$ cat config.mk
export PLATFORM = sky130hd
export DESIGN_NAME = mem_port_arbiter
export DESIGN_NICKNAME = d
export VERILOG_FILES = /design/src/rtl/mem_port_arbiter_pkg.sv /design/src/rtl/mem_port_arbiter_src_fifo.sv /design/src/rtl/mem_port_arbiter.sv
export SDC_FILE = /design/constraint.sdc
export NUM_CORES = 1
export LEC_CHECK = 0
export ABC_AREA = 1
export CAP_MARGIN = 20
export CELL_PAD_IN_SITES_DETAIL_PLACEMENT = 1
export CELL_PAD_IN_SITES_GLOBAL_PLACEMENT = 1
export CORE_MARGIN = 3
export CORE_UTILIZATION = 12
export CTS_BUF_LIST = sky130_fd_sc_hd__clkbuf_16
export DETAILED_ROUTE_END_ITERATION = 8
export PLACE_DENSITY_LB_ADDON = 0.1
export SLEW_MARGIN = 5
export SYNTH_ARGS = -nofsm -noshare
export SYNTH_HDL_FRONTEND = slang
export SYNTH_SLANG_ARGS = --single-unit
$ cat constraint.sdc
create_clock -name clk -period 1.93 [get_ports clk]
set_input_delay 0.386 -clock clk [delete_from_list [all_inputs] [get_ports clk]]
set_output_delay 0.386 -clock clk [all_outputs]
set_load 0.02 [all_outputs]
$ cat src/rtl/mem_port_arbiter_pkg.sv
// Shared types for the memory port arbiter: request payload and requester ID.
package mem_port_arbiter_pkg;

    typedef struct packed {
        logic [31:0] a;
        logic        we;
        logic [3:0]  be;
        logic [31:0] d;
    } mem_req_t;

    typedef enum logic {
        SRC_IF = 1'b0,
        SRC_LS = 1'b1
    } src_t;

endpackage

$ cat src/rtl/mem_port_arbiter_src_fifo.sv
// In-order FIFO of requester IDs; any depth >= 1, pointers wrap modulo depth.
module mem_port_arbiter_src_fifo #(
    parameter int unsigned DEPTH = 2,
    parameter type T = logic
) (
    input  logic clk,
    input  logic rst,
    input  logic push,
    input  T     push_data,
    input  logic pop,
    output logic full,
    output logic empty,
    output T     head
);
    localparam int unsigned PW = (DEPTH > 1) ? $clog2(DEPTH) : 1;
    localparam int unsigned CW = $clog2(DEPTH + 1);

    T              mem_q [DEPTH];
    logic [PW-1:0] wr_ptr_q, wr_ptr_d;
    logic [PW-1:0] rd_ptr_q, rd_ptr_d;
    logic [CW-1:0] count_q, count_d;
    logic          push_ok, pop_ok;

    assign full    = (count_q == CW'(DEPTH));
    assign empty   = (count_q == '0);
    assign head    = mem_q[rd_ptr_q];
    assign push_ok = push && !full;
    assign pop_ok  = pop && !empty;

    always_comb begin
        wr_ptr_d = wr_ptr_q;
        rd_ptr_d = rd_ptr_q;
        count_d  = count_q;
        if (push_ok) begin
            wr_ptr_d = (wr_ptr_q == PW'(DEPTH - 1)) ? '0 : wr_ptr_q + PW'(1);
        end
        if (pop_ok) begin
            rd_ptr_d = (rd_ptr_q == PW'(DEPTH - 1)) ? '0 : rd_ptr_q + PW'(1);
        end
        if (push_ok && !pop_ok) begin
            count_d = count_q + CW'(1);
        end else if (pop_ok && !push_ok) begin
            count_d = count_q - CW'(1);
        end
    end

    always_ff @(posedge clk or posedge rst) begin
        if (rst) begin
            wr_ptr_q <= '0;
            rd_ptr_q <= '0;
            count_q  <= '0;
        end else begin
            wr_ptr_q <= wr_ptr_d;
            rd_ptr_q <= rd_ptr_d;
            count_q  <= count_d;
        end
    end

    // Storage needs no reset: entries are only read while the count says they are valid.
    always_ff @(posedge clk) begin
        if (push_ok) begin
            mem_q[wr_ptr_q] <= push_data;
        end
    end

endmodule

$ cat src/rtl/mem_port_arbiter.sv
// Round-robin arbiter sharing one memory port between fetch and load/store,
// with grant lock during memory stalls and in-order response routing.
module mem_port_arbiter
    import mem_port_arbiter_pkg::*;
#(
    parameter int unsigned MAX_OUTSTANDING = 2
) (
    input  logic        clk,
    input  logic        rst,
    input  logic        if_req_valid,
    output logic        if_req_ready,
    input  mem_req_t    if_req_data,
    output logic        if_resp_valid,
    input  logic        if_resp_ready,
    output logic [31:0] if_resp_data,
    input  logic        ls_req_valid,
    output logic        ls_req_ready,
    input  mem_req_t    ls_req_data,
    output logic        ls_resp_valid,
    input  logic        ls_resp_ready,
    output logic [31:0] ls_resp_data,
    output logic        mem_req_valid,
    input  logic        mem_req_ready,
    output mem_req_t    mem_req_data,
    input  logic        mem_resp_valid,
    output logic        mem_resp_ready,
    input  logic [31:0] mem_resp_data
);
    src_t last_q, last_d;
    logic locked_q, locked_d;
    src_t lock_src_q, lock_src_d;

    src_t sel;
    logic sel_valid;
    logic lock_hold;
    logic req_fire;
    logic resp_fire;
    logic fifo_full, fifo_empty;
    src_t fifo_head;

    always_comb begin
        lock_hold = locked_q && ((lock_src_q == SRC_IF) ? if_req_valid : ls_req_valid);
        if (lock_hold) begin
            sel = lock_src_q;
        end else if (if_req_valid && !ls_req_valid) begin
            sel = SRC_IF;
        end else if (ls_req_valid && !if_req_valid) begin
            sel = SRC_LS;
        end else if (last_q == SRC_IF) begin
            sel = SRC_LS;
        end else begin
            sel = SRC_IF;
        end
        sel_valid = (sel == SRC_IF) ? if_req_valid : ls_req_valid;
    end

    // Full blocks the request side regardless of a same-cycle pop, keeping resp->req paths apart.
    assign mem_req_valid = sel_valid && !fifo_full;
    assign mem_req_data  = (sel == SRC_IF) ? if_req_data : ls_req_data;
    assign if_req_ready  = (sel == SRC_IF) && mem_req_ready && !fifo_full;
    assign ls_req_ready  = (sel == SRC_LS) && mem_req_ready && !fifo_full;
    assign req_fire      = mem_req_valid && mem_req_ready;

    assign if_resp_valid  = mem_resp_valid && !fifo_empty && (fifo_head == SRC_IF);
    assign ls_resp_valid  = mem_resp_valid && !fifo_empty && (fifo_head == SRC_LS);
    assign if_resp_data   = mem_resp_data;
    assign ls_resp_data   = mem_resp_data;
    assign mem_resp_ready = !fifo_empty && ((fifo_head == SRC_IF) ? if_resp_ready : ls_resp_ready);
    assign resp_fire      = mem_resp_valid && mem_resp_ready;

    always_comb begin
        last_d     = last_q;
        locked_d   = lock_hold;
        lock_src_d = lock_src_q;
        if (req_fire) begin
            last_d   = sel;
            locked_d = 1'b0;
        end else if (mem_req_valid) begin
            locked_d   = 1'b1;
            lock_src_d = sel;
        end
    end

    always_ff @(posedge clk or posedge rst) begin
        if (rst) begin
            last_q     <= SRC_LS;
            locked_q   <= 1'b0;
            lock_src_q <= SRC_IF;
        end else begin
            last_q     <= last_d;
            locked_q   <= locked_d;
            lock_src_q <= lock_src_d;
        end
    end

    mem_port_arbiter_src_fifo #(
        .DEPTH (MAX_OUTSTANDING),
        .T     (src_t)
    ) u_fifo (
        .clk       (clk),
        .rst       (rst),
        .push      (req_fire),
        .push_data (sel),
        .pop       (resp_fire),
        .full      (fifo_full),
        .empty     (fifo_empty),
        .head      (fifo_head)
    );

    resp_without_req_a: assert property (@(posedge clk) disable iff (rst)
        !(mem_resp_valid && fifo_empty));

endmodule

# After elaboration in Yosys (flattened, before gate mapping)
# Memories as Yosys holds them, arrays and structs flattened.
# Index checks and enable logic that the tools add are counted.
# op_classes
addsub	4
n_reduce_logical	27
n_bitwise	3
muxes	16
n_eq_ne	1
# op_table
operator	n
$mux W69	1
$logic_and A1 B1 Y1	18
$mux W1	13
$logic_not A1 Y1	6
$mux W2	2
$not A1 Y1	3
$add A1 B1 Y1 const B	2
$add A2 B1 Y2 const B	1
$eq A2 B2 Y1 const B	1
$logic_not A2 Y1	1
$reduce_and A2 Y1	1
$reduce_bool A2 Y1	1
$sub A2 B1 Y2 const B	1
# word_totals
register_bits	7
out_inout_bits	139
inputBits	178
n_memories	1
ramBits	2
# memory_table
memory	words	width	rd	rd_ports_with_merged_regs	wr	line_no	text
u_fifo.mem_q	2	1	1	0	1	mem_port_arbiter_src_fifo.sv:18	T mem_q [DEPTH];

# Longest topological paths before layout
# Gate-level depths: netlist (run 1).
# depth
word_depth	13
mapped_depth	10
depth_no_buf	10

# Hierarchy
# A second synthesis (run 1) with hierarchy kept.
# hier_totals
cells_unflattened	384
area_unflattened_um2	2164.6
# modules_own_cells
mod	area_per_inst_um2	instances	cells_each
mem_port_arbiter	1855.5	1	346
mem_port_arbiter_src_fifo	309.0	1	38

# Least setup slack after synthesis (run 1)
# No wires, ideal clock.
# synth_path
path_kind	flip-flop to output port
from	reg last_q
to	out if_req_ready
setup_slack_ps	245
path_stages_with_launch	8
path_buffers	1
arrival_ps	1299
cell_sequence	dfstp_2 -> inv_1 -> nand2_1 -> nand2_1 -> nand2_2 -> nand2_4 -> buf_4 -> nor2_1
# synth_via
elab_chain_cells	7
# synth_lines
item	line_no	text
from (decl)	mem_port_arbiter.sv:29	src_t last_q, last_d;
from (signal assigned)	mem_port_arbiter.sv:90	last_q <= last_d;
$mux W1	mem_port_arbiter.sv:49	end else if (last_q == SRC_IF) begin
$mux W1	mem_port_arbiter.sv:47	end else if (ls_req_valid && !if_req_valid) begin
$mux W1	mem_port_arbiter.sv:45	end else if (if_req_valid && !ls_req_valid) begin
$mux W1	mem_port_arbiter.sv:43	if (lock_hold) begin
net sel	mem_port_arbiter.sv:33	src_t sel;
$not A1 Y1	mem_port_arbiter.sv:60	assign if_req_ready = (sel == SRC_IF) && mem_req_ready && !fifo_full;
$logic_and A1 B1 Y1 (2 in series)	mem_port_arbiter.sv:60	
to (decl)	mem_port_arbiter.sv:11	output logic if_req_ready,
# The timed path passes the listed nets, and every way through them passes these cells.

==> summary.md, run 1 <==
| Metric | Value |
|---|---|
| Global placer's final weighted congestion | `0.742` |
| Crit path DAT | `1.72 ns` |
| Die Y-Extent | `135 um` |
| Skew final | `0.000918 ns` |
| First-pass GRT wire length | `17300 um` |
| Placement Cell Area | `4230 um^2` |
| Setup-failing EPs final | `68` |
| Die W | `135 um` |
| Largest net degree at the start of global routing | `31` |
| Crit-path max FO | `4` |
| Internal reg-to-reg setup slack | `0.28 ns` |
| Critical Path RT | `1.54 ns` |
| Hold Crit Class | `in2async` |
| Pleak | `2.57 nW` |
| R2R depth | `10` |
| Post-Syn Area per Cell | `5.46 um^2` |
| Drt pass-1 iters | `4` |
| WP buf/inv | `6` |
| Setup WS post-layout | `-0.178 ns` |
| Vias in the first global route | `3224` |
| RSZ-0062 raised after global routing | `true` |
| Post-route minimum period | `2.11 ns` |
| Commonest non-fill, non-tap cell in the layout | `clkdlybuf4s50_1` |
| Critical R2R Launch | `u_fifo.rd_ptr_q` |
| Fin cells | `780` |
| Power per standard cell area | `1530 nW/um^2` |
| Rows | `46` |
| Mapped Area | `1990 um^2` |
| Final setup TNS | `-6.79 ns` |
| Placed wire-length estimate | `9080 um` |
| Worst hold slack | `0.401 ns` |
| Met3 Resource Use GR | `3.24%` |
| CP endpoint kind | `primary output` |
| Place WS | `-0.965 ns` |
| IO Pins | `317` |
| H-tree depth | `1` |
| Fillers | `1860` |
| Worst Setup SP | `lock_src_q` |
| Met2 usage | `22.6%` |
| Total global-route track usage | `11.9%` |
| Clk_lat worst skew | `0.23 ns` |
| Crit path largest cell delay | `0.41 ns` |
| CTS Buffer Depth | `2` |
| Port Buf Inserts | `220` |
| CP Cell Sequence | `inv_2 -> nand2_2 -> nand3_4 -> nand2_8 -> buf_12 -> buf_12 -> buf_8 -> buf_6 -> nand3_2 -> nand2_1 -> buf_6` |
| CP Class | `reg2out` |
| Yosys synthesis warning count | `0` |
| Synthesized flop and latch total | `9` |
| Via count | `3081` |
| Dpl cells | `747` |
| Final net count | `744` |
| CORE AREA | `16100 um^2` |
| Die area | `18100 um^2` |
| DRC | `0` |
| Fin crit share | `109%` |
| Slowest CP cell | `dfrtp_1` |
| Starting Density | `12.4%` |
| DR iter-0 viols | `39` |
| WL per Instance | `15.7 um` |
| Relative slew slack | `80.7%` |
| Simple-gate portion of the synthesized area | `51.7%` |
| Layout overhead on the synthesized area | `171%` |
| Max Freq | `474 MHz` |
| Syn nets | `543` |
| Initial antenna violation count | `0` |
| Worst-Margin Slew | `0.287 ns` |
| Synth unique cells | `21` |
| Fin area | `5370 um^2` |
| Mux contribution to synthesized area | `0%` |
| Vias per inst | `3.95` |
| Synth Area in Adders | `0.630%` |
| Clk sinks | `9` |
| CTS Hold Bufs | `0` |
| Root Driver | `clkbuf_16` |
| Max Cap Viol | `0` |
| Busiest grt layer | `met2` |
| Total routed wirelength | `12200 um` |
| Sequential share of the synthesized area | `11.9%` |
| Fin. Hold Viols | `0` |
| Worst setup SP type | `flip-flop` |
| Cells after synthesis | `364` |
| Largest family of logic cells by synthesized area | `simple AND/OR/NAND/NOR gates` |
| Crit-path leading delay family | `buffers and inverters` |
| Xor/xnor share of the synthesized area | `1.32%` |
| Compound-gate portion of the synthesized area | `1.89%` |
| Failing checks | `setup timing` |
| TritonCTS clock tree | `yes` |
| Setup crit end | `mem_req_data[38]` |
| Gr ovfl total | `0` |
| Max-slew violation count | `0` |
| Post-route ant nets | `0` |
| Most frequent cells in the layout | `clkdlybuf4s50_1 (143), buf_6 (70), nand2_2 (68)` |
| Ant diodes | `0` |
| CTS Buf Count | `3` |
| Clk slew on worst S/H paths | `0.04 ns` |
| Status | `complete, but fails checks` |
| Met1 GRT Util | `13.2%` |
| Share of post-route cells with drive strength above 1 | `47.3%` |
| CP Depth | `11` |
| Max IR drop VDD | `0.000487 V` |
| R2r endpoint | `u_fifo.count_q[1]` |
how the worst min path moves through the flow:
| stage | start | endpoint | slack [ns] | cells after the start |
|---|---|---|---|---|
| 4_1_cts | rst | lock_src_q | 0.42 | 2 |
| 2_1_floorplan | rst | lock_src_q | 0.19 | 1 |
| 3_5_place_dp | last_q | last_q | 0.46 | 2 |
| 6_report | rst | lock_src_q | 0.40 | 2 |
| 5_1_grt | rst | lock_src_q | 0.42 | 2 |
| 3_3_place_gp | last_q | last_q | 0.46 | 2 |
state kept, by name, indices dropped and copies added, names as in the netlist:
name             cells
u_fifo.wr_ptr_q      1
u_fifo.rd_ptr_q      1
locked_q             1
u_fifo.count_q       2
last_q               1
lock_src_q           1
u_fifo.mem_q         2
cells in the mapped netlist:
| library cell | number | area (um^2) |
|---|---|---|
| a21oi_1 | 4 | 20.0 |
| buf_2 | 7 | 35.0 |
| buf_4 | 71 | 533 |
| clkbuf_1 | 7 | 26.3 |
| dfrtp_1 | 6 | 150 |
| dfstp_2 | 1 | 26.3 |
| edfxtp_1 | 2 | 60.1 |
| ha_1 | 1 | 12.5 |
| inv_1 | 12 | 45.0 |
| inv_2 | 2 | 7.51 |
| nand2_1 | 160 | 601 |
| nand2_2 | 1 | 6.26 |
| nand2_4 | 1 | 11.3 |
| nand3_1 | 73 | 365 |
| nand4_1 | 1 | 6.26 |
| nor2_1 | 8 | 30.0 |
| nor2_2 | 1 | 6.26 |
| o21a_1 | 1 | 7.51 |
| o21ai_0 | 2 | 10.0 |
| xnor2_1 | 1 | 8.76 |
| xor2_1 | 2 | 17.5 |
routing by layer:
metal,vias to the layer above,part of all wire (%)
li1,1489,-
met1,1424,37
met2,142,53
met3,26,8.0
met4,0,1.6
met5,-,0
logic make-up (layout without fill, tap and decap cells):
group | count (synthesis) | count (layout)
simple gates | 245 | 245
buf+inv | 99 | 299
flops | 9 | 9
compound gates | 7 | 7
xor+xnor | 3 | 3
fa+ha+maj | 1 | 1
cell type report:
class,instances,area [um^2],area share (%)
Multi-Input combinational cell,256,1660,30.9
Inverter,14,52.6,0.978
Clock buffer,3,75.1,1.40
Clock inverter,1,3.75,0.0698
Timing Repair Buffer,281,3070,57.2
Sequential cell,9,236,4.40
Tap cell,216,270,5.03
power by group:
part           switching [mW]  leakage, nW  internal, mW
Sequential             0.0787        0.100         0.300
Clock                  0.0820       0.0423         0.270
Combinational            3.69         2.43          3.79
metrics by stage:
step	util, %	power (mW)
final	33.5	8.22
after global routing	33.5	8.81
after CTS	28.9	6.88
after detailed placement	26.3	5.71
after global placement	26.3	5.68
after floorplan	-	3.09
what timing repair did:
| item | in CTS | in global routing |
|---|---|---|
| resized for setup | 442 | 167 |
| gates cloned | 3 | 6 |
| setup endpoints to repair | 75 | 73 |
| setup buffers | 11 | 11 |
| pin swaps | 17 | 38 |
Note: power is estimated with default switching activity, not from simulation.
==> inputs of run 2 (changes only) <==
--- a/config.mk
+++ b/config.mk
@@ -10,11 +10,12 @@
 export CELL_PAD_IN_SITES_DETAIL_PLACEMENT = 1
 export CELL_PAD_IN_SITES_GLOBAL_PLACEMENT = 1
 export CORE_MARGIN = 3
-export CORE_UTILIZATION = 12
+export CORE_UTILIZATION = 13
 export CTS_BUF_LIST = sky130_fd_sc_hd__clkbuf_16
 export DETAILED_ROUTE_END_ITERATION = 8
 export PLACE_DENSITY_LB_ADDON = 0.1
 export SLEW_MARGIN = 5
 export SYNTH_ARGS = -nofsm -noshare
 export SYNTH_HDL_FRONTEND = slang
+export SYNTH_HIERARCHICAL = 1
 export SYNTH_SLANG_ARGS = --single-unit
==> summary.md, run 2 <==
| Metric | Value |
|---|---|
| Largest family of logic cells by synthesized area | `simple AND/OR/NAND/NOR gates` |
| Status | `complete, but fails checks` |
| Mux contribution to synthesized area | `0% (unchanged)` |
| Place WS | `-0.845 ns (+0.120 ns)` |
| Switch share | `48.1% (+1.2 points)` |
| Commonest non-fill, non-tap cell in the layout | `clkdlybuf4s50_1` |
| R2R depth | `11 (+1)` |
| Layout overhead on the synthesized area | `162%` |
| Multi-input gate area | `1860 um^2 (+12%)` |
| Fillers | `1880 (+1.1%)` |
| Power per standard cell area | `1420 nW/um^2 (-7.0%)` |
| Hold Crit Class | `in2async` |
| IO Pins | `317 (unchanged)` |
| Crit-path max FO | `8 (+4)` |
| Synthesized flop and latch total | `9 (unchanged)` |
| Clk sinks | `9 (unchanged)` |
| Die area | `18200 um^2 (+0.60%)` |
| Total routed wirelength | `14500 um (+18%)` |
| Clk slew on worst S/H paths | `0.04 ns (about the same)` |
| Reg power frac | `4.8% (+0.2 points)` |
| Max Freq | `475 MHz (+0.17%)` |
| Drt pass-1 iters | `4 (unchanged)` |
| Skew final | `0.000515 ns (-0.000403 ns)` |
| CP Cell Sequence | `inv_2 -> nand2_2 -> nand2_2 -> nand2_4 -> nand2_8 -> buf_12 -> buf_12 -> nand3_1 -> nand2_1 -> buf_6` |
| Port Buf Inserts | `220 (unchanged)` |
| Setup WS post-layout | `-0.175 ns (+0.00349 ns)` |
| Vias in the first global route | `3538 (+9.7%)` |
| Synth unique cells | `23 (+9.5%)` |
| Fin. Hold Viols | `0 (unchanged)` |
| CORE AREA | `16100 um^2 (+0.36%)` |
| Starting Density | `13.4% (+1.1 points)` |
| Pleak | `2.61 nW (+1.5%)` |
| Share of post-route cells with drive strength above 1 | `47.0% (-0.30 points)` |
| WL per Instance | `18.3 um (+17%)` |
| Psw | `3.87 mW (+0.43%)` |
| Total global-route track usage | `14.3% (+2.4 points)` |
| Max IR drop VDD | `0.000513 V (+5.5%)` |
| CP Class | `reg2out` |
| Tot Pwr | `8.05 mW (-2.0%)` |
| Fin area | `5660 um^2 (+5.4%)` |
| Synth top area share | `32.8% (+2.6 points)` |
| Compound-gate portion of the synthesized area | `1.39% (-0.50 points)` |
| Reg area | `236 um^2 (unchanged)` |
| Slowest CP cell | `dfstp_2` |
| Max-slew violation count | `0 (unchanged)` |
| Die Y-Extent | `135 um (+0.30%)` |
| Most frequent cells in the layout | `clkdlybuf4s50_1 (143), nand3_1 (78), buf_6 (71)` |
| Crit path DAT | `1.72 ns (about the same)` |
| Vias per inst | `4.26 (+7.8%)` |
| Simple-gate portion of the synthesized area | `54.3% (+2.6 points)` |
| Placed wire-length estimate | `9860 um (+8.6%)` |
| CTS Buf Count | `3 (unchanged)` |
| Post-Syn Area per Cell | `5.64 um^2 (+3.3%)` |
| Async SR Flop Fraction | `77.8% (unchanged)` |
| RSZ-0062 raised after global routing | `true` |
| Rows | `46 (unchanged)` |
| Gr ovfl total | `0 (unchanged)` |
| Via count | `3367 (+9.3%)` |
| Internal Power | `4.18 mW (-4.1%)` |
| Global placer's final weighted congestion | `0.723 (-2.6%)` |
| Initial antenna violation count | `1 (+1)` |
| H-tree depth | `1 (unchanged)` |
| Post-route ant nets | `0 (unchanged)` |
| Relative slew slack | `80.4% (-0.28 points)` |
| Top Registers | `u_fifo/count_q: 2 flops, u_fifo/mem_q: 2 flops` |
| Final net count | `754 (+1.3%)` |
| Comb power frac | `90.8% (-0.3 points)` |
| Failing checks | `setup timing` |
| Most frequent cell after synthesis | `nand3_1` |
| Commonest cells in the netlist | `nand3_1 (142), nand2_1 (93), buf_4 (72)` |
| Worst setup SP type | `flip-flop` |
| Synth Area in Adders | `0.578% (-0.052 points)` |
| Yosys synthesis warning count | `6 (+6)` |
| Clk_lat worst skew | `0.23 ns (about the same)` |
| First-pass GRT wire length | `20500 um (+18%)` |
| CP endpoint kind | `primary output` |
| Setup-failing EPs final | `71 (+4.4%)` |
| Critical Path RT | `1.54 ns (about the same)` |
| Mapped Area | `2160 um^2 (+9.0%)` |
| TritonCTS clock tree | `yes` |
| Number of enable flip-flop cells after synthesis | `2 (unchanged)` |
| Worst hold slack | `0.393 ns (-0.00815 ns)` |
| Max Cap Viol | `0 (unchanged)` |
| Post-route minimum period | `2.10 ns (-0.00349 ns)` |
| Root Driver | `clkbuf_16` |
| Prevailing post-synth register cell | `dfrtp_1` |
| Syn nets | `563 (+3.7%)` |
| Sequential share of the synthesized area | `10.9% (-0.98 points)` |
| Largest cells by area after synthesis | `nand3_1 (33%), buf_4 (25%), nand2_1 (16%)` |
| Crit path largest cell delay | `0.55 ns (+0.14 ns)` |
| DRC | `0 (unchanged)` |
| Xor/xnor share of the synthesized area | `0.405% (-0.92 points)` |
| Cells after synthesis | `384 (+5.5%)` |
| Area leader, netlist | `nand3_1` |
| CTS Buffer Depth | `2 (unchanged)` |
| Placement Cell Area | `4370 um^2 (+3.4%)` |
| DR iter-0 viols | `72 (+85%)` |
| Clk pwr share | `4.4% (about the same)` |
| Worst-Margin Slew | `0.294 ns (+0.00723 ns)` |
| Largest net degree at the start of global routing | `49 (+58%)` |
| Die W | `135 um (+0.30%)` |
| Fin crit share | `109% (-0.18 points)` |
-- run 2: worst max-delay path: cells and delay by family, from the launching register on --
family	cells	cell delay (ns)
buffers and inverters	4	0.48
and+or+nand+nor	6	0.42
DFF	1	0.55
-- run 2: worst paths after layout --
path                                   startpoint                 to  slack [ns]
worst max-delay path                       last_q   mem_req_data[55]       -0.17
worst min register to register    u_fifo/wr_ptr_q    u_fifo/wr_ptr_q        0.48
max in group asynchronous                     rst             last_q        1.32
min in group clk                  u_fifo/wr_ptr_q    u_fifo/wr_ptr_q        0.48
worst min-delay path                          rst         lock_src_q        0.39
worst max register to register  u_fifo/count_q[1]  u_fifo/count_q[0]        0.14
-- run 2: final cells by class --
class	count	share of cell area (%)
Sequential cell	9	4.18
Antenna cell	1	0.0442
Clock inverter	1	0.0663
Inverter	20	1.33
Clock buffer	3	1.33
Tap cell	216	4.77
Timing Repair Buffer	278	55.4
Multi-Input combinational cell	263	32.8
-- run 2: metal layers --
layer,GRT usage (%),share of wire [%],up-vias
li1,-,-,1596
met1,16.7,38,1571
met2,25.8,51,183
met3,5.22,10,17
met4,2.02,0.95,0
met5,0,0,-
-- run 2: power by group through the flow --
stage	Combinational [mW]	Sequential (mW)	Clock (mW)
after global routing	7.85	0.396	0.390
after floorplan	2.78	0.362	0
after CTS	6.79	0.382	0.370
after global placement	5.22	0.376	0
final	7.31	0.384	0.357
after detailed placement	5.25	0.374	0
-- run 2: repair_timing --
action | 4_1_cts | 5_1_grt
gates resized for setup | 490 | 111
cloned | 11 | 4
setup buffers | 8 | 4
hold buffers | 0 | 0
pin swaps | 24 | 36
setup endpoints to repair | 76 | 76
-- run 2: kinds of logic (layout without fill, tap and decap cells) --
| group | count (synthesis) | after routing |
|---|---|---|
| and+or+nand+nor | 255 | 255 |
| other | 0 | 1 |
| AOI/OAI and AO/OA | 6 | 6 |
| adders and majority gates | 1 | 1 |
| xor gates and xnor gates | 1 | 1 |
| buffers and inverters | 112 | 302 |
| DFF | 9 | 9 |
-- run 2: metrics by stage --
step	util [%]	TNS [ns]	std cells
after floorplan	-	0	384
after global placement	27.1	-56.45	761
after detailed placement	27.1	-58.36	761
after CTS	32.1	-11.46	784
after global routing	35.1	-14.92	790
final	35.1	-8.86	791
